<file path="src/rtl/adc_seq_pkg.sv">
// Shared types and constants for the serial ADC sample sequencer.
// cnt_width() gives the bits needed to hold the values 0..n-1.
package adc_seq_pkg;

    typedef enum logic [2:0] {
        IDLE,
        SETUP,
        SHIFT,
        LOAD,
        QUIET
    } state_t;

    localparam int FRAME_BITS = 16;
    localparam int DATA_BITS  = 12;

    function automatic int cnt_width(input int n);
        int w;
        w = 1;
        while ((1 << w) < n) begin
            w++;
        end
        return w;
    endfunction

endpackage

</file>
<file path="src/rtl/adc_sclk_gen.sv">
// SCLK divider: CLK_DIV system clocks per half-period, idles high, and
// restarts at the beginning of a low phase when load_i is pulsed.
module adc_sclk_gen
    import adc_seq_pkg::*;
#(
    parameter int CLK_DIV = 4
)(
    input  logic clk,
    input  logic reset,
    input  logic load_i,
    input  logic en_i,
    input  logic last_i,
    output logic sclk_o,
    output logic rise_o,
    output logic fall_o
);

    localparam int CW = cnt_width(CLK_DIV);
    localparam logic [CW-1:0] PH_LAST = CW'(CLK_DIV - 1);

    logic [CW-1:0] cnt_q, cnt_d;
    logic          sclk_q, sclk_d;
    logic          ph_end;

    assign ph_end = en_i && (cnt_q == PH_LAST);
    assign rise_o = ph_end && !sclk_q;
    assign fall_o = ph_end && sclk_q;
    assign sclk_o = sclk_q;

    always_comb begin
        cnt_d  = cnt_q;
        sclk_d = sclk_q;
        if (load_i) begin
            cnt_d  = '0;
            sclk_d = 1'b0;
        end else if (en_i) begin
            if (ph_end) begin
                cnt_d  = '0;
                // The final high phase of a frame must not fall back low.
                sclk_d = !sclk_q || last_i;
            end else begin
                cnt_d = cnt_q + 1'b1;
            end
        end else begin
            cnt_d  = '0;
            sclk_d = 1'b1;
        end
    end

    always_ff @(posedge clk or posedge reset) begin
        if (reset) begin
            cnt_q  <= '0;
            sclk_q <= 1'b1;
        end else begin
            cnt_q  <= cnt_d;
            sclk_q <= sclk_d;
        end
    end

endmodule

</file>
<file path="src/rtl/adc_sample_sequencer.sv">
// Master-side controller for a 16-SCLK serial ADC frame: paces conversions,
// deserialises SDATA and hands each 12-bit result to a one-entry buffer.
module adc_sample_sequencer
    import adc_seq_pkg::*;
#(
    parameter int CLK_DIV       = 4,
    parameter int SAMPLE_PERIOD = 1000,
    parameter int QUIET_CLKS    = 8
)(
    input  logic                 clk,
    input  logic                 reset,
    input  logic                 enable,
    input  logic                 start,
    input  logic                 sdata,
    output logic                 cs_n,
    output logic                 sclk,
    output logic [DATA_BITS-1:0] sample_data,
    output logic                 sample_valid,
    input  logic                 sample_ready,
    output logic                 overrun,
    input  logic                 overrun_clr,
    output logic                 busy
);

    localparam int PW = cnt_width((CLK_DIV > QUIET_CLKS) ? CLK_DIV : QUIET_CLKS);
    localparam int TW = cnt_width(SAMPLE_PERIOD);
    localparam int BW = cnt_width(FRAME_BITS + 1);
    localparam logic [PW-1:0] SETUP_LAST = PW'(CLK_DIV - 1);
    localparam logic [PW-1:0] QUIET_LAST = PW'(QUIET_CLKS - 1);
    localparam logic [TW-1:0] TIMER_LAST = TW'(SAMPLE_PERIOD - 1);
    localparam logic [BW-1:0] BITS_ALL   = BW'(FRAME_BITS);

    state_t               state_q, state_d;
    logic [PW-1:0]        ph_q, ph_d;
    logic [TW-1:0]        timer_q, timer_d;
    logic [BW-1:0]        bit_cnt_q, bit_cnt_d;
    logic [DATA_BITS-1:0] shift_q, shift_d;
    logic [DATA_BITS-1:0] data_q, data_d;
    logic                 valid_q, valid_d;
    logic                 overrun_q, overrun_d;
    logic                 cs_n_q, cs_n_d;
    logic                 busy_q, busy_d;

    logic trigger, setup_done, shift_done, quiet_done;
    logic sclk_rise, sclk_fall, load, xfer;

    adc_sclk_gen #(
        .CLK_DIV (CLK_DIV)
    ) u_sclk_gen (
        .clk    (clk),
        .reset  (reset),
        .load_i (setup_done),
        .en_i   (state_q == SHIFT),
        .last_i (bit_cnt_q == BITS_ALL),
        .sclk_o (sclk),
        .rise_o (sclk_rise),
        .fall_o (sclk_fall)
    );

    // A timer wrap or start outside IDLE is simply dropped.
    assign trigger    = (state_q == IDLE) && (enable ? (timer_q == '0) : start);
    assign setup_done = (state_q == SETUP) && (ph_q == SETUP_LAST);
    assign shift_done = sclk_fall && (bit_cnt_q == BITS_ALL);
    assign quiet_done = (state_q == QUIET) && (ph_q == QUIET_LAST);
    assign load       = (state_q == LOAD);
    assign xfer       = valid_q && sample_ready;

    always_ff @(posedge clk or posedge reset) begin
        if (reset) begin
            state_q <= IDLE;
        end else begin
            state_q <= state_d;
        end
    end

    always_comb begin
        state_d = state_q;
        case (state_q)
            IDLE:    if (trigger)    state_d = SETUP;
            SETUP:   if (setup_done) state_d = SHIFT;
            SHIFT:   if (shift_done) state_d = LOAD;
            LOAD:                    state_d = QUIET;
            QUIET:   if (quiet_done) state_d = IDLE;
            default:                 state_d = IDLE;
        endcase
    end

    always_comb begin
        cs_n_d = 1'b1;
        busy_d = 1'b1;
        case (state_d)
            IDLE:         busy_d = 1'b0;
            SETUP, SHIFT: cs_n_d = 1'b0;
            default:      ;
        endcase
    end

    always_comb begin
        ph_d      = ((state_d != state_q) || (state_q == IDLE)) ? '0 : ph_q + 1'b1;
        timer_d   = (!enable || (timer_q == TIMER_LAST)) ? '0 : timer_q + 1'b1;
        shift_d   = shift_q;
        bit_cnt_d = bit_cnt_q;
        // Only the last 12 bits shifted in survive; the leading zeros fall off.
        if (trigger) begin
            shift_d   = '0;
            bit_cnt_d = '0;
        end else if (sclk_rise) begin
            shift_d   = {shift_q[DATA_BITS-2:0], sdata};
            bit_cnt_d = bit_cnt_q + 1'b1;
        end
        data_d    = load ? shift_q : data_q;
        valid_d   = load ? 1'b1 : (xfer ? 1'b0 : valid_q);
        overrun_d = (load && valid_q && !sample_ready) ? 1'b1 :
                    (overrun_clr ? 1'b0 : overrun_q);
    end

    always_ff @(posedge clk or posedge reset) begin
        if (reset) begin
            ph_q      <= '0;
            timer_q   <= '0;
            bit_cnt_q <= '0;
            shift_q   <= '0;
            data_q    <= '0;
            valid_q   <= 1'b0;
            overrun_q <= 1'b0;
            cs_n_q    <= 1'b1;
            busy_q    <= 1'b0;
        end else begin
            ph_q      <= ph_d;
            timer_q   <= timer_d;
            bit_cnt_q <= bit_cnt_d;
            shift_q   <= shift_d;
            data_q    <= data_d;
            valid_q   <= valid_d;
            overrun_q <= overrun_d;
            cs_n_q    <= cs_n_d;
            busy_q    <= busy_d;
        end
    end

    assign cs_n         = cs_n_q;
    assign sample_data  = data_q;
    assign sample_valid = valid_q;
    assign overrun      = overrun_q;
    assign busy         = busy_q;

endmodule

</file>
<file path="config.mk">
export PLATFORM = sky130hd
export DESIGN_NAME = adc_sample_sequencer
export DESIGN_NICKNAME = d
export VERILOG_FILES = /design/src/rtl/adc_seq_pkg.sv /design/src/rtl/adc_sclk_gen.sv /design/src/rtl/adc_sample_sequencer.sv
export SDC_FILE = /design/constraint.sdc
export NUM_CORES = 1
export LEC_CHECK = 0
export ABC_AREA = 1
export CORE_MARGIN = 2
export CORE_UTILIZATION = 50
export CTS_CLUSTER_DIAMETER = 80
export CTS_CLUSTER_SIZE = 10
export DETAILED_ROUTE_END_ITERATION = 7
export GPL_TIMING_DRIVEN = 0
export MAX_ROUTING_LAYER = met4
export PLACE_DENSITY = 0.71
export SLEW_MARGIN = 20
export SYNTH_ARGS = -nofsm -noshare
export SYNTH_HDL_FRONTEND = slang
export SYNTH_HIERARCHICAL = 1
export SYNTH_SLANG_ARGS = --single-unit
</file>
<file path="constraint.sdc">
create_clock -name clk -period 5.1 [get_ports clk]
set_input_delay 1.02 -clock clk [delete_from_list [all_inputs] [get_ports clk]]
set_output_delay 1.02 -clock clk [all_outputs]
set_load 0.03 [all_outputs]
</file>
-- Word-level counts from Yosys, hierarchy flattened
Cells that the tools add are included.
- reductions and logical operators: 23
- add/sub/neg operators: 4
- equality and inequality tests: 13
- multiplexer cells: 24
- operators with widths (operator ; number):
    12-bit two-way mux ; 2
    3-bit two-way mux ; 5
    3-bit one-hot mux with 5 select lines ; 1
    3-bit by 2-bit == test with 1-bit output (second input constant) ; 4
    10-bit by 1-bit adder with 10-bit output (second input constant) ; 1
    10-bit == test (second input constant) ; 1
    1-bit logical AND ; 10
    10-bit logical NOT ; 1
    1-bit two-way mux ; 10
    10-bit two-way mux ; 1
    5-bit two-way mux ; 2
    3-bit by 1-bit == test with 1-bit output (second input constant) ; 2
    3-bit == test (second input constant) ; 2
    3-bit logical NOT ; 2
    2-bit two-way mux ; 3
    2-bit nonzero test ; 3
    5-bit by 1-bit adder with 5-bit output (second input constant) ; 1
    5-bit == test (second input constant) ; 1
    3-bit by 1-bit adder with 3-bit output (second input constant) ; 1
    1-bit logical NOT ; 3
    1-bit logical OR ; 3
    3-bit != test ; 1
    3-bit != test (second input constant) ; 1
    2-bit by 1-bit adder with 2-bit output (second input constant) ; 1
    other kinds (2) ; 2
- input port bits: 7
- logic and storage cells: 76
- output and inout port bits: 17
- flip-flop bits (word level): 52

-- Logic depth before layout (Yosys ltp)
Gate-level depths: netlist of the first run.
- word-level depth: 9
- gate-level depth with buffers: 11
- depth with buffers taken out: 11

-- By module
Netlist of the first run, hierarchy kept.
- by module, submodules not included (module ; instances ; cells an instance ; seq. area each (um2) ; area an instance (um2)):
    adc_sample_sequencer ; 1 ; 237 ; 1227.4 ; 2283.4
    adc_sclk_gen ; 1 ; 20 ; 76.3 ; 152.6

-- Least setup slack after synthesis of the first run
No wires, ideal clock.
- path kind: input to register
- from: in start
- to: reg shift_q[0]
- stages on the path: 5
- required time: 5.026 ns
- path buffers: 1
- data arrival time: 1.639 ns
- library setup time: 0.074 ns
- setup slack: 3.387 ns
- cells stage by stage: o21a_2 nand2_4 nand2_4 buf_6 o21ai_2
- word-level cells in the longest chain between the ends: 3
- elaborated cells between the ends (all ways): 4
- classes of those cells: mux: 2; reduce/logical: 2
- ends and longest elaborated chain (element ; RTL line ; RTL):
    start: declaration ; adc_sample_sequencer.sv:13 ; input logic start,
    1-bit two-way mux (*) ; adc_sample_sequencer.sv:61 ; assign trigger = (state_q == IDLE) && (enable ? (timer_q == '0) : start);
    1-bit logical AND (*) ; adc_sample_sequencer.sv:61 ;
    12-bit two-way mux / 2-bit nonzero test (equally long branches) ; -- ;
    end signal: assignment ; adc_sample_sequencer.sv:132 ; shift_q <= shift_d;
    end: declaration ; adc_sample_sequencer.sv:37 ; logic [DATA_BITS-1:0] shift_q, shift_d;
Mark *: on every way between the ends. The rest lies on a longest branch, timed or not.
A chain may end at the register's enable or synchronous reset.

-- Worst setup path in the final report of the first run
- from: reg u_sclk_gen.sclk_q, in the netlist u_sclk_gen/sclk_o
- to: out sclk
- RTL lines (element ; RTL line ; RTL):
    start: declaration ; adc_sclk_gen.sv:22 ; logic sclk_q, sclk_d;
    start signal: assignment ; adc_sclk_gen.sv:56 ; sclk_q <= sclk_d;
    end: declaration ; adc_sample_sequencer.sv:16 ; output logic sclk,
No word-level cell between the ends.

==> results of run 1 <==
==> through the flow <==
step,instance area [sq um],utilization (%),hold slack [ns]
2_1_floorplan,2440,-,0.409
3_3_place_gp,2750,58.2,0.422
3_5_place_dp,2770,58.6,0.436
4_1_cts,2860,60.6,0.449
5_1_grt,2860,60.6,0.466
6_report,2860,60.6,0.447
==> routing by layer <==
layer	up-vias	track usage [%]	routed length, um
li1	872	-	-
met2	25	31.2	2110
met3	7	4.12	131
met5	-	-	0
met4	0	7.88	77
met1	852	24.7	2060
==> power by group through the flow <==
stage / Clock (uW) / Sequential [uW] / Combinational, uW
2_1_floorplan: 0 / 427 / 17.9
3_3_place_gp: 0 / 427 / 27.1
3_5_place_dp: 0 / 427 / 29.8
4_1_cts: 251 / 419 / 29.8
5_1_grt: 265 / 420 / 33.7
6_report: 241 / 419 / 28.6
==> cell usage in the layout, fill, tap and decap left out, drive strengths merged, types with 2 or more instances in the layout <==
cell,instances
buf,5
clkbuf,7
clkdlybuf4s50,23
clkinv,2
dfrtp,50
dfstp,2
ha,8
inv,49
nand2,30
nand3,25
nand4,5
nor2,33
nor3,6
o21ai,28
xnor2,2
xor2,5
==> registers in the layout, summed over array words and instances (netlist names) <==
name,cells
bit_cnt_q,5
busy,1
cs_n,1
overrun,1
ph_q,3
sample_data,12
sample_valid,1
shift_q,12
state_q,3
timer_q,10
u_sclk_gen/cnt_q,2
u_sclk_gen/sclk_o,1
==> worst max-delay path by stage <==
stage	end	slack, ns	from	depth (start not counted)
2_1_floorplan	bit_cnt_q[0]$_DFFE_PP0P_	2.91	reset	1
3_3_place_gp	timer_q[0]$_DFF_PP0_	1.90	reset	2
3_5_place_dp	ph_q[0]$_DFF_PP0_	2.79	enable	7
4_1_cts	sclk	2.52	u_sclk_gen/sclk_o$_DFFE_PP1P_	1
5_1_grt	sclk	2.50	u_sclk_gen/sclk_o$_DFFE_PP1P_	1
6_report	sclk	2.54	u_sclk_gen/sclk_o$_DFFE_PP1P_	1
==> final cells by class <==
class / count / area share [%]
Buffer: 6 / 1.97
Clock buffer: 5 / 2.40
Clock inverter: 3 / 0.787
Inverter: 48 / 6.30
Multi-Input combinational cell: 151 / 31.3
Sequential cell: 52 / 45.6
Tap cell: 67 / 2.93
Timing Repair Buffer: 24 / 8.75
==> kinds of logic after synthesis <==
kind of cell / count (synthesis) / synth area share, %
AOI/OAI and AO/OA: 34 / 10.0
DFF: 52 / 53.5
and+or+nand+nor: 102 / 20.1
xor gates and xnor gates: 7 / 2.52
buffers and inverters: 54 / 9.71
adders and majority gates: 8 / 4.11
==> summary.md, run 1 <==
| Metric | Value |
|---|---|
| CTS tree | yes |
| Mapped Area | 2440 sq um |
| Worst EP arrival | 1.54 ns |
| Via Count | 1756 |
| Startpoint types | register |
| Post-Route WL | 4380 um |
| Multi-input logic area | 896 sq um |
| Syn Area/Cell | 9.48 sq um |
| Final Max Slew Viols | 0 |
| Initial DRC Count | 90 |
| Reg-to-reg slack, setup | 3.05 ns |
| CTS Buf Count | 5 |
| Post-synthesis sequential area ratio | 53.5% |
| Max clock buf depth | 2 |
| Reg2reg start | state_q[1]$_DFF_PP0_ |
| Relative slew slack | 65.1% |
| Critical path's slowest cell | clkdlybuf4s50_1 |
| Actual slew at the worst max-slew pin | 0.519 ns |
| Max-cap violations | 0 |
| Post-CTS setup repair buffer count | 0 |
| Mapped Cells | 257 |
| Switching part of the total power | 23.7% |
| Synth Flop Type | dfrtp_1 |
| Async set-or-reset flop fraction in the synthesized netlist | 100% |
| Nets | 303 |
| Initial Utilization | 51.6% |
| Via-to-Cell Ratio | 4.93 |
| Die ar. | 5450 sq um |
| Status | completed |
| Switch Pwr | 163 uW |
| Ant diodes | 0 |
| Final ANT Viol Nets | 0 |
| Critical Path RT | 4.08 ns |
| Synth area leaders | dfrtp_1 51%, inv_1 6.6%, o21ai_2 5.8% |
| Power Density | 241 nW/um^2 |
| Pre-CTS setup slack | 2.79 ns |
| RSZ-0062 raised after global routing | no |
| Lkg Pwr | 0.00135 uW |
| Grt total ovfl | 0 |
| Hold-fix buffers, CTS | 0 |
| WS Path Type | reg2out |
| Row count | 25 |
| H-tree levels | 2 |
| Synth warn | 6 |
| Clock sinks | 52 |
| First-pass GRT wire length | 7880 um |
| Die Y | 73.8 um |
| Pint | 526 uW |
| Port Buffer Count | 23 |
| Yosys top cell area share | 51.4% |
| Residual DRC count | 0 |
| Critical path buffers and inverters | 1 |
| Largest area contributor in the netlist | dfrtp_1 |
| Crit Path Max Fanout | 4 |
| Clk slew on worst S/H paths | 0.09 ns |
| Setup crit end kind | primary output |
| Post-Place Cells | 348 |
| Seq pwr share | 60.8% |
| Register area | 1300 sq um |
| Clock Skew | 0.00854 ns |
| Cell Chain, Critical Path | clkdlybuf4s50_1 |
| Worst VDD drop | 0.000152 V |
| Hold Vio Cnt, Final | 0 |
| Family with the most delay on the worst path | buffers and inverters |
| Non-Filler Instances | 356 |
| Min-Delay Path Depth | 1 |
| Beginning of the worst hold path | u_sclk_gen/cnt_q[0]$_DFF_PP0_ |
| Final period utilization | 50.2% |
| Die W | 73.8 um |
| IO Count | 24 |
| Clk Latency, worst-skew pair | 0.31 ns |
| First drt pass iteration count | 4 |
| Initial antenna violation count | 0 |
| Setup TNS | 0 ns |
| Vias in the first global route | 1779 |
| Final setup fails | 0 |
| Max incr delay on CP | 0.67 ns |
| Most frequent cells after synthesis | 50 x dfrtp_1, 43 x inv_1, 30 x nor2_1 |
| Gr usage total | 19.7% |
| Synth Register Bits | 52 |
| Tightest Hold Check Type | reg2reg |
| Number of synthesized flops with an enable pin | 0 |
| Unique cell type count in the Yosys netlist | 33 |
| Highest Clock Rate | 390 MHz |
| Hold worst-path end | u_sclk_gen/cnt_q[0]$_DFF_PP0_ |
| R2R Path End | shift_q[8]$_DFFE_PP0P_ |
| Filler Cell Count | 415 |
| Comb pwr share | 4.2% |
| Syn nets | 272 |
| Clock power frac | 35.0% |
| Fraction of final layout cells sized beyond drive strength 1 | 17.3% |
| Most frequent cell after synthesis | dfrtp_1 |
| RD Place Congestion | 0.772 |
| Worst reg-to-reg path cell count | 8 |
| Core Box Area | 4720 sq um |
| Total power | 689 uW |
| Clk root buf | clkbuf_8 |
| Post-detail-place hpwl | 3130 um |
| Final Critical Period | 2.56 ns |
| Avg WL per Cell | 12.3 um |
| Area grow syn2layout | 17.5% |
| Post-CTS Resized | 0 |
| Pin count of the biggest net entering global routing | 35 |
| PnR worst setup slack | 2.54 ns |
(Power assumes the default switching activity.)
==> run 2: changes to the inputs <==
--- a/config.mk
+++ b/config.mk
@@ -13,7 +13,7 @@
 export DETAILED_ROUTE_END_ITERATION = 7
 export GPL_TIMING_DRIVEN = 0
 export MAX_ROUTING_LAYER = met4
-export PLACE_DENSITY = 0.71
+export PLACE_DENSITY = 0.74
 export SLEW_MARGIN = 20
 export SYNTH_ARGS = -nofsm -noshare
 export SYNTH_HDL_FRONTEND = slang
==> constraint.sdc (replaced) <==
create_clock -name clk -period 2.3 [get_ports clk]
set_input_delay 0.46 -clock clk [delete_from_list [all_inputs] [get_ports clk]]
set_output_delay 0.46 -clock clk [all_outputs]
set_load 0.03 [all_outputs]
==> run 2 against run 1 <==
Effect of this change: clock-buffer cell count up 3; core utilization about the same; clock skew down 0.0015 ns; clock power up 110%; design area about the same; die area unchanged; critical path type is now reg2reg; critical endpoint is now shift_q[5]$_DFFE_PP0P_; largest cell class unchanged.
==> summary.md, run 2 (synthesized netlist as in run 1, its figures left out) <==
| Metric | Value |
|---|---|
| Reg-to-reg slack, setup | 0.28 ns (-2.77 ns) |
| Filler Cell Count | 411 (-0.96%) |
| Pin count of the biggest net entering global routing | 30 (-14%) |
| Initial antenna violation count | 0 (unchanged) |
| H-tree levels | 2 (unchanged) |
| CTS tree | yes |
| Clk root buf | clkbuf_8 |
| Gr usage total | 19.3% (-0.40 points) |
| First-pass GRT wire length | 7670 um (-2.7%) |
| Final Max Slew Viols | 0 (unchanged) |
| Multi-input logic area | 896 sq um (unchanged) |
| Most Crowded Layer GR | met2 |
| Worst reg-to-reg path cell count | 8 (unchanged) |
| Die Y | 73.8 um (unchanged) |
| Most frequent cells in the layout | 50 x dfrtp_1, 42 x inv_1, 30 x nor2_1, 26 x nand2_1 |
| Avg WL per Cell | 12.0 um (-2.3%) |
| Initial DRC Count | 78 (-13%) |
| Nets | 303 (unchanged) |
| Clock sinks | 52 (unchanged) |
| Power Density | 529 nW/um^2 (+120%) |
| Actual slew at the worst max-slew pin | 0.520 ns (+0.000532 ns) |
| Lkg Pwr | 0.00135 uW (-0.22%) |
| Pre-CTS setup slack | 0.338 ns (-2.45 ns) |
| Max clock buf depth | 2 (unchanged) |
| Utilization after layout | 60.6% (about the same) |
| Port Buffer Count | 23 (unchanged) |
| Met3 GRT Util | 3.29% (-0.82 points) |
| Most common cell after layout, fill and taps aside | dfrtp_1 |
| RD Place Congestion | 0.761 (-1.4%) |
| PnR worst setup slack | 0.284 ns (-2.25 ns) |
| Cell Chain, Critical Path | inv_1, nor3_1, nand2_1, nor2_1, buf_2, clkbuf_1, nand3_1, o21ai_2 |
| Reg2reg start | state_q[1]$_DFF_PP0_ |
| Fraction of final layout cells sized beyond drive strength 1 | 16.6% (-0.69 points) |
| Die W | 73.8 um (unchanged) |
| Final period utilization | 87.7% |
| R2R Path End | shift_q[5]$_DFFE_PP0P_ |
| Grt total ovfl | 0 (unchanged) |
| Met1 Track Usage GR | 24.9% (+0.18 points) |
| Ant diodes | 0 (unchanged) |
| Final Critical Period | 2.02 ns |
| Crit Path Max Fanout | 10 (+6) |
| Post-detail-place hpwl | 3130 um (about the same) |
| Post-CTS Resized | 0 (unchanged) |
| Hold-fix buffers, CTS | 0 (unchanged) |
| Max incr delay on CP | 0.42 ns (-0.25 ns) |
| Highest Clock Rate | 496 MHz |
| Vias in the first global route | 1698 (-4.6%) |
| Worst EP arrival | 2.25 ns (+0.71 ns) |
| CTS Buf Count | 5 (unchanged) |
| Row count | 25 (unchanged) |
| Relative slew slack | 65.1% (about the same) |
| Via Count | 1719 (-2.1%) |
| Setup crit end kind | register |
| Residual DRC count | 0 (unchanged) |
| Critical Path RT | 2.53 ns (-1.55 ns) |
| Worst hold slack | 0.363 ns (-0.0834 ns) |
| Critical path buffers and inverters | 3 (+2) |
| Worst VDD drop | 0.000406 V (+170%) |
| RSZ-0062 raised after global routing | no |
| WS Path Type | reg2reg |
| Clk Latency, worst-skew pair | 0.30 ns (about the same) |
| Register area | 1300 sq um (unchanged) |
| Crit path depth | 8 (+7) |
| GR met2 Demand/Resource | 29.7% (-1.5 points) |
| Via-to-Cell Ratio | 4.83 (-2.1%) |
| First drt pass iteration count | 4 (unchanged) |
| Startpoint types | register |
| Max-cap violations | 0 (unchanged) |
| Final setup fails | 0 (unchanged) |
| Clock Skew | 0.00708 ns (-0.00146 ns) |
| Final ANT Viol Nets | 0 (unchanged) |
| Status | completed |
| Tightest Hold Check Type | in2async |
| Clk slew on worst S/H paths | 0.09 ns (about the same) |
| Die ar. | 5450 sq um (unchanged) |
| Hold Vio Cnt, Final | 0 (unchanged) |
| Post-Route WL | 4280 um (-2.3%) |
| Initial Utilization | 51.6% (unchanged) |
| Family with the most delay on the worst path | simple AND/OR/NAND/NOR gates |
| IO Count | 24 (unchanged) |
| Area grow syn2layout | 17.4% (about the same) |
| Post-CTS setup repair buffer count | 0 (unchanged) |
| Critical path's slowest cell | dfrtp_1 |
| Core Box Area | 4720 sq um (unchanged) |
run 2: power by group:
group	switching (uW)	internal, uW
clock network	272	246
logic	39.3	25.2
registers	6.60	923
run 2: final cells by class:
| class | count | area share, % |
|---|---|---|
| flip-flops and latches | 52 | 45.6 |
| multi-input cells | 151 | 31.3 |
| repair buffers | 24 | 8.75 |
| inverters | 48 | 6.30 |
| clock buffers | 8 | 3.15 |
| well taps | 67 | 2.93 |
| plain buffers | 6 | 1.97 |
run 2: worst reg2reg max path, stage by stage, from the launching register on:
cell,delay [ns]
dfrtp_1,0.42
inv_1,0.10
nor3_1,0.42
nand2_1,0.10
nor2_1,0.09
buf_2,0.18
clkbuf_1,0.39
nand3_1,0.17
o21ai_2,0.08
run 2: worst max path at each step:
stage / from / endpoint / slack (ns)
finish: state_q[1]$_DFF_PP0_ / shift_q[5]$_DFFE_PP0P_ / 0.28
floorplan: state_q[0]$_DFF_PP0_ / bit_cnt_q[4]$_DFFE_PP0P_ / 0.64
CTS: u_sclk_gen/sclk_o$_DFFE_PP1P_ / sclk / 0.29
global placement: reset / sample_data[6]$_DFFE_PP0P_ / -0.32
detailed placement: state_q[1]$_DFF_PP0_ / shift_q[4]$_DFFE_PP0P_ / 0.34
global route: state_q[0]$_DFF_PP0_ / shift_q[0]$_DFFE_PP0P_ / 0.1
run 2: metrics by stage:
step	std cells	power, uW	TNS, ns	cell area [sq um]
floorplan	257	986	0	2440
global placement	347	1010	-15.23	2750
detailed placement	348	1010	0	2770
CTS	356	1540	0	2860
global route	356	1580	0	2860
finish	356	1510	0	2860
run 2: layer usage:
metal  part of all wire [%]  vias to the layer above  wire [um]
met3                    3.3                        4        141
met5                      0                        -          0
met2                     48                       28       2050
met4                    1.7                        0         73
met1                     47                      809       2010
li1                       -                      878          -
==> edit: new RTL, flow settings as in run 2 <==
The 5 states of `state_t` get a one-hot encoding in 5 bits.
--- a/src/rtl/adc_seq_pkg.sv
+++ b/src/rtl/adc_seq_pkg.sv
@@ -3,10 +3,10 @@
 package adc_seq_pkg;
 
-    typedef enum logic [2:0] {
-        IDLE,
-        SETUP,
-        SHIFT,
-        LOAD,
-        QUIET
+    typedef enum logic [4:0] {
+        IDLE  = 5'b00001,
+        SETUP = 5'b00010,
+        SHIFT = 5'b00100,
+        LOAD  = 5'b01000,
+        QUIET = 5'b10000
     } state_t;
 
Check against the original RTL: same outputs for any inputs over 10 cycles, from zero or initial values and one cycle with reset high; not proved beyond that.
==> edit against run 2 <==
Sequential cell count increased by 2. Count of clock-buffer cells in the layout decreased by 3. Global-route usage fell by 1.5 points. Utilization up 0.80 points. Fmax rose by 1.1%. Synthesized cell count up 13%. Wire length fell by 0.61%. Synthesized area increased by 3.1%. Worst setup slack improved by 0.021 ns. Die area rose by 2.9%. Design area is 2.7% higher. Critical path type is now reg -> out. Largest cell class unchanged. Highest routed layer unchanged.
Power is not compared: it rests on default switching activity, and its combinational part moved more than twofold at a synthesized area within 25%.
==> edit: results (changes against run 2) <==
- Synth top area cells: dfrtp_1, nand2_1, nor2_1 (was dfrtp_1, inv_1, o21ai_2)
- Hold crit path type: in -> async (unchanged)
- Setup crit start: u_sclk_gen/sclk_o (was state_q[1])
- Post-CTS resize count: 0 (unchanged)
- Pre-CTS setup slack: 0.319 ns (was 0.338 ns)
- Status: finished, final reports clean (unchanged)
- Level count of the clock H-tree: 2 (unchanged)
- Clock share of power: roughly 28%
- Placed cell count: 381 (was 348)
- Final WL: 4.25 mm (was 4.28 mm)
- Slowest-stage cell, CP: clkdlybuf4s50_1 (was dfrtp_1)
- Layout cells sized above 1: 7.79% (was 16.6%)
- Most frequent cells after synthesis: nand2_1, dfrtp_1, nor2_1, inv_1, nand3_1 (was dfrtp_1, inv_1, nor2_1, nand2_1, nand3_1)
- Cell variety after synth: 27 (was 33)
- Synth Net Count: 305 (was 272)
- Total track usage: 17.8% (was 19.3%)
- Net Sw Frac: between 20% and 30%
- Largest delay share family, worst path: buffers and inverters (was simple AND/OR/NAND/NOR gates)
- DR vias/cell: 4.81 (was 4.83)
- Critical path fanouts, max: 4 (was 10)
- Slowest stage delay, CP: 0.68 ns (was 0.42 ns)
- Via count: 1865 (was 1719)
- Final Wtd Congestion: 0.824 (was 0.761)
- Clk_lat worst skew: 0.30 ns (about the same)
- Syn avg cell area: 8.66 um2 (was 9.48 um2)
- Vias in the first global route: 1772 (was 1698)
- First-pass detailed-route iteration total: 5 (was 4)
- Worst R2R Path Depth: 8 (unchanged)
- Layout net count: 336 (was 303)
- Root Driver: clkbuf_8 (unchanged)
- R2R setup slack: 0.34 ns (was 0.28 ns)
- Largest net degree at the start of global routing: 32 (was 30)
- CTS buffer count: 5 (unchanged)
- Worst EP arrival: 1.53 ns (was 2.25 ns)
- Initial drt markers: 122 (was 78)
- Ys async rst share: 100% (unchanged)
- First-pass GRT wire length: 7.55 mm (was 7.67 mm)
- Reg2reg end: shift_q[5] (unchanged)
- Hpwl dp: 3.16 mm (was 3.13 mm)
- Postcts setup bufs: 0 (unchanged)
- Seq/Total Area, Yosys: 54.0% (was 53.5%)
- Clk slew on worst S/H paths: 0.09 ns (about the same)
- PortBufs: 23 (unchanged)
- Worst slew pin tran: 0.678 ns (was 0.520 ns)
- Max Clock Skew: 0.00681 ns (was 0.00708 ns)
- Maximum vdd drop: around 0.33 mV
[edit: cell types whose count changed in the layout (fill, tap and decap cells not counted), sizes merged, moves of 3 or more]
cell and delta:
o21ai -23, nand4 +3, mux2i +8, nor2 +22, clkbuf -5, nand3 -10, nand2 +33, a21oi +5
inv -5
[edit: cell type report]
cell class	instances	area, um2
buffer	5	40.0
clock buffer	5	68.8
clock inverter	2	15.0
fill	432	1850
inverter	44	165
multi-input combinational	187	951
sequential	54	1360
tap	67	83.8
timing repair buffer	24	258
[edit: stage by stage]
step	utilization [%]	setup TNS (ns)	total power, mW	hold slack, ns	instance area (um2)
after CTS	61.4	0	1.86	0.359	2940
after global routing	61.4	0	1.92	0.397	2940
after global placement	59.0	-20.35	1.33	0.423	2830
final	61.4	0	1.83	0.367	2940
after detailed placement	59.6	0	1.35	0.433	2850
after floorplan	-	0	1.25	0.213	2510
[edit: kinds of logic after synthesis]
logic type,Yosys count,share of synthesized area (%)
buffers and inverters,49,8.17
and+or+nand+nor,152,25.9
AOI/OAI and AO/OA,13,2.74
muxes,8,3.19
adders and majority gates,8,3.99
DFF,54,54.0
xor gates and xnor gates,6,2.09
[edit: worst max path at each step]
stage                     end  slack, ns  cells after the start
2_1_floorplan    bit_cnt_q[0]       0.61                      1
3_3_place_gp   sample_data[6]      -0.42                      2
3_5_place_dp       shift_q[5]       0.32                      8
4_1_cts                  sclk       0.29                      1
5_1_grt            shift_q[5]       0.11                      8
6_report                 sclk       0.31                      1
[edit: routing by layer]
layer  track usage (%)  vias up  part of all wire (%)
li1                  -      959                     -
met1              23.6      866                    49
met2              28.4       35                    47
met3              3.21        5                   3.5
met4              4.76        0                   1.1
met5                 -        -                     0
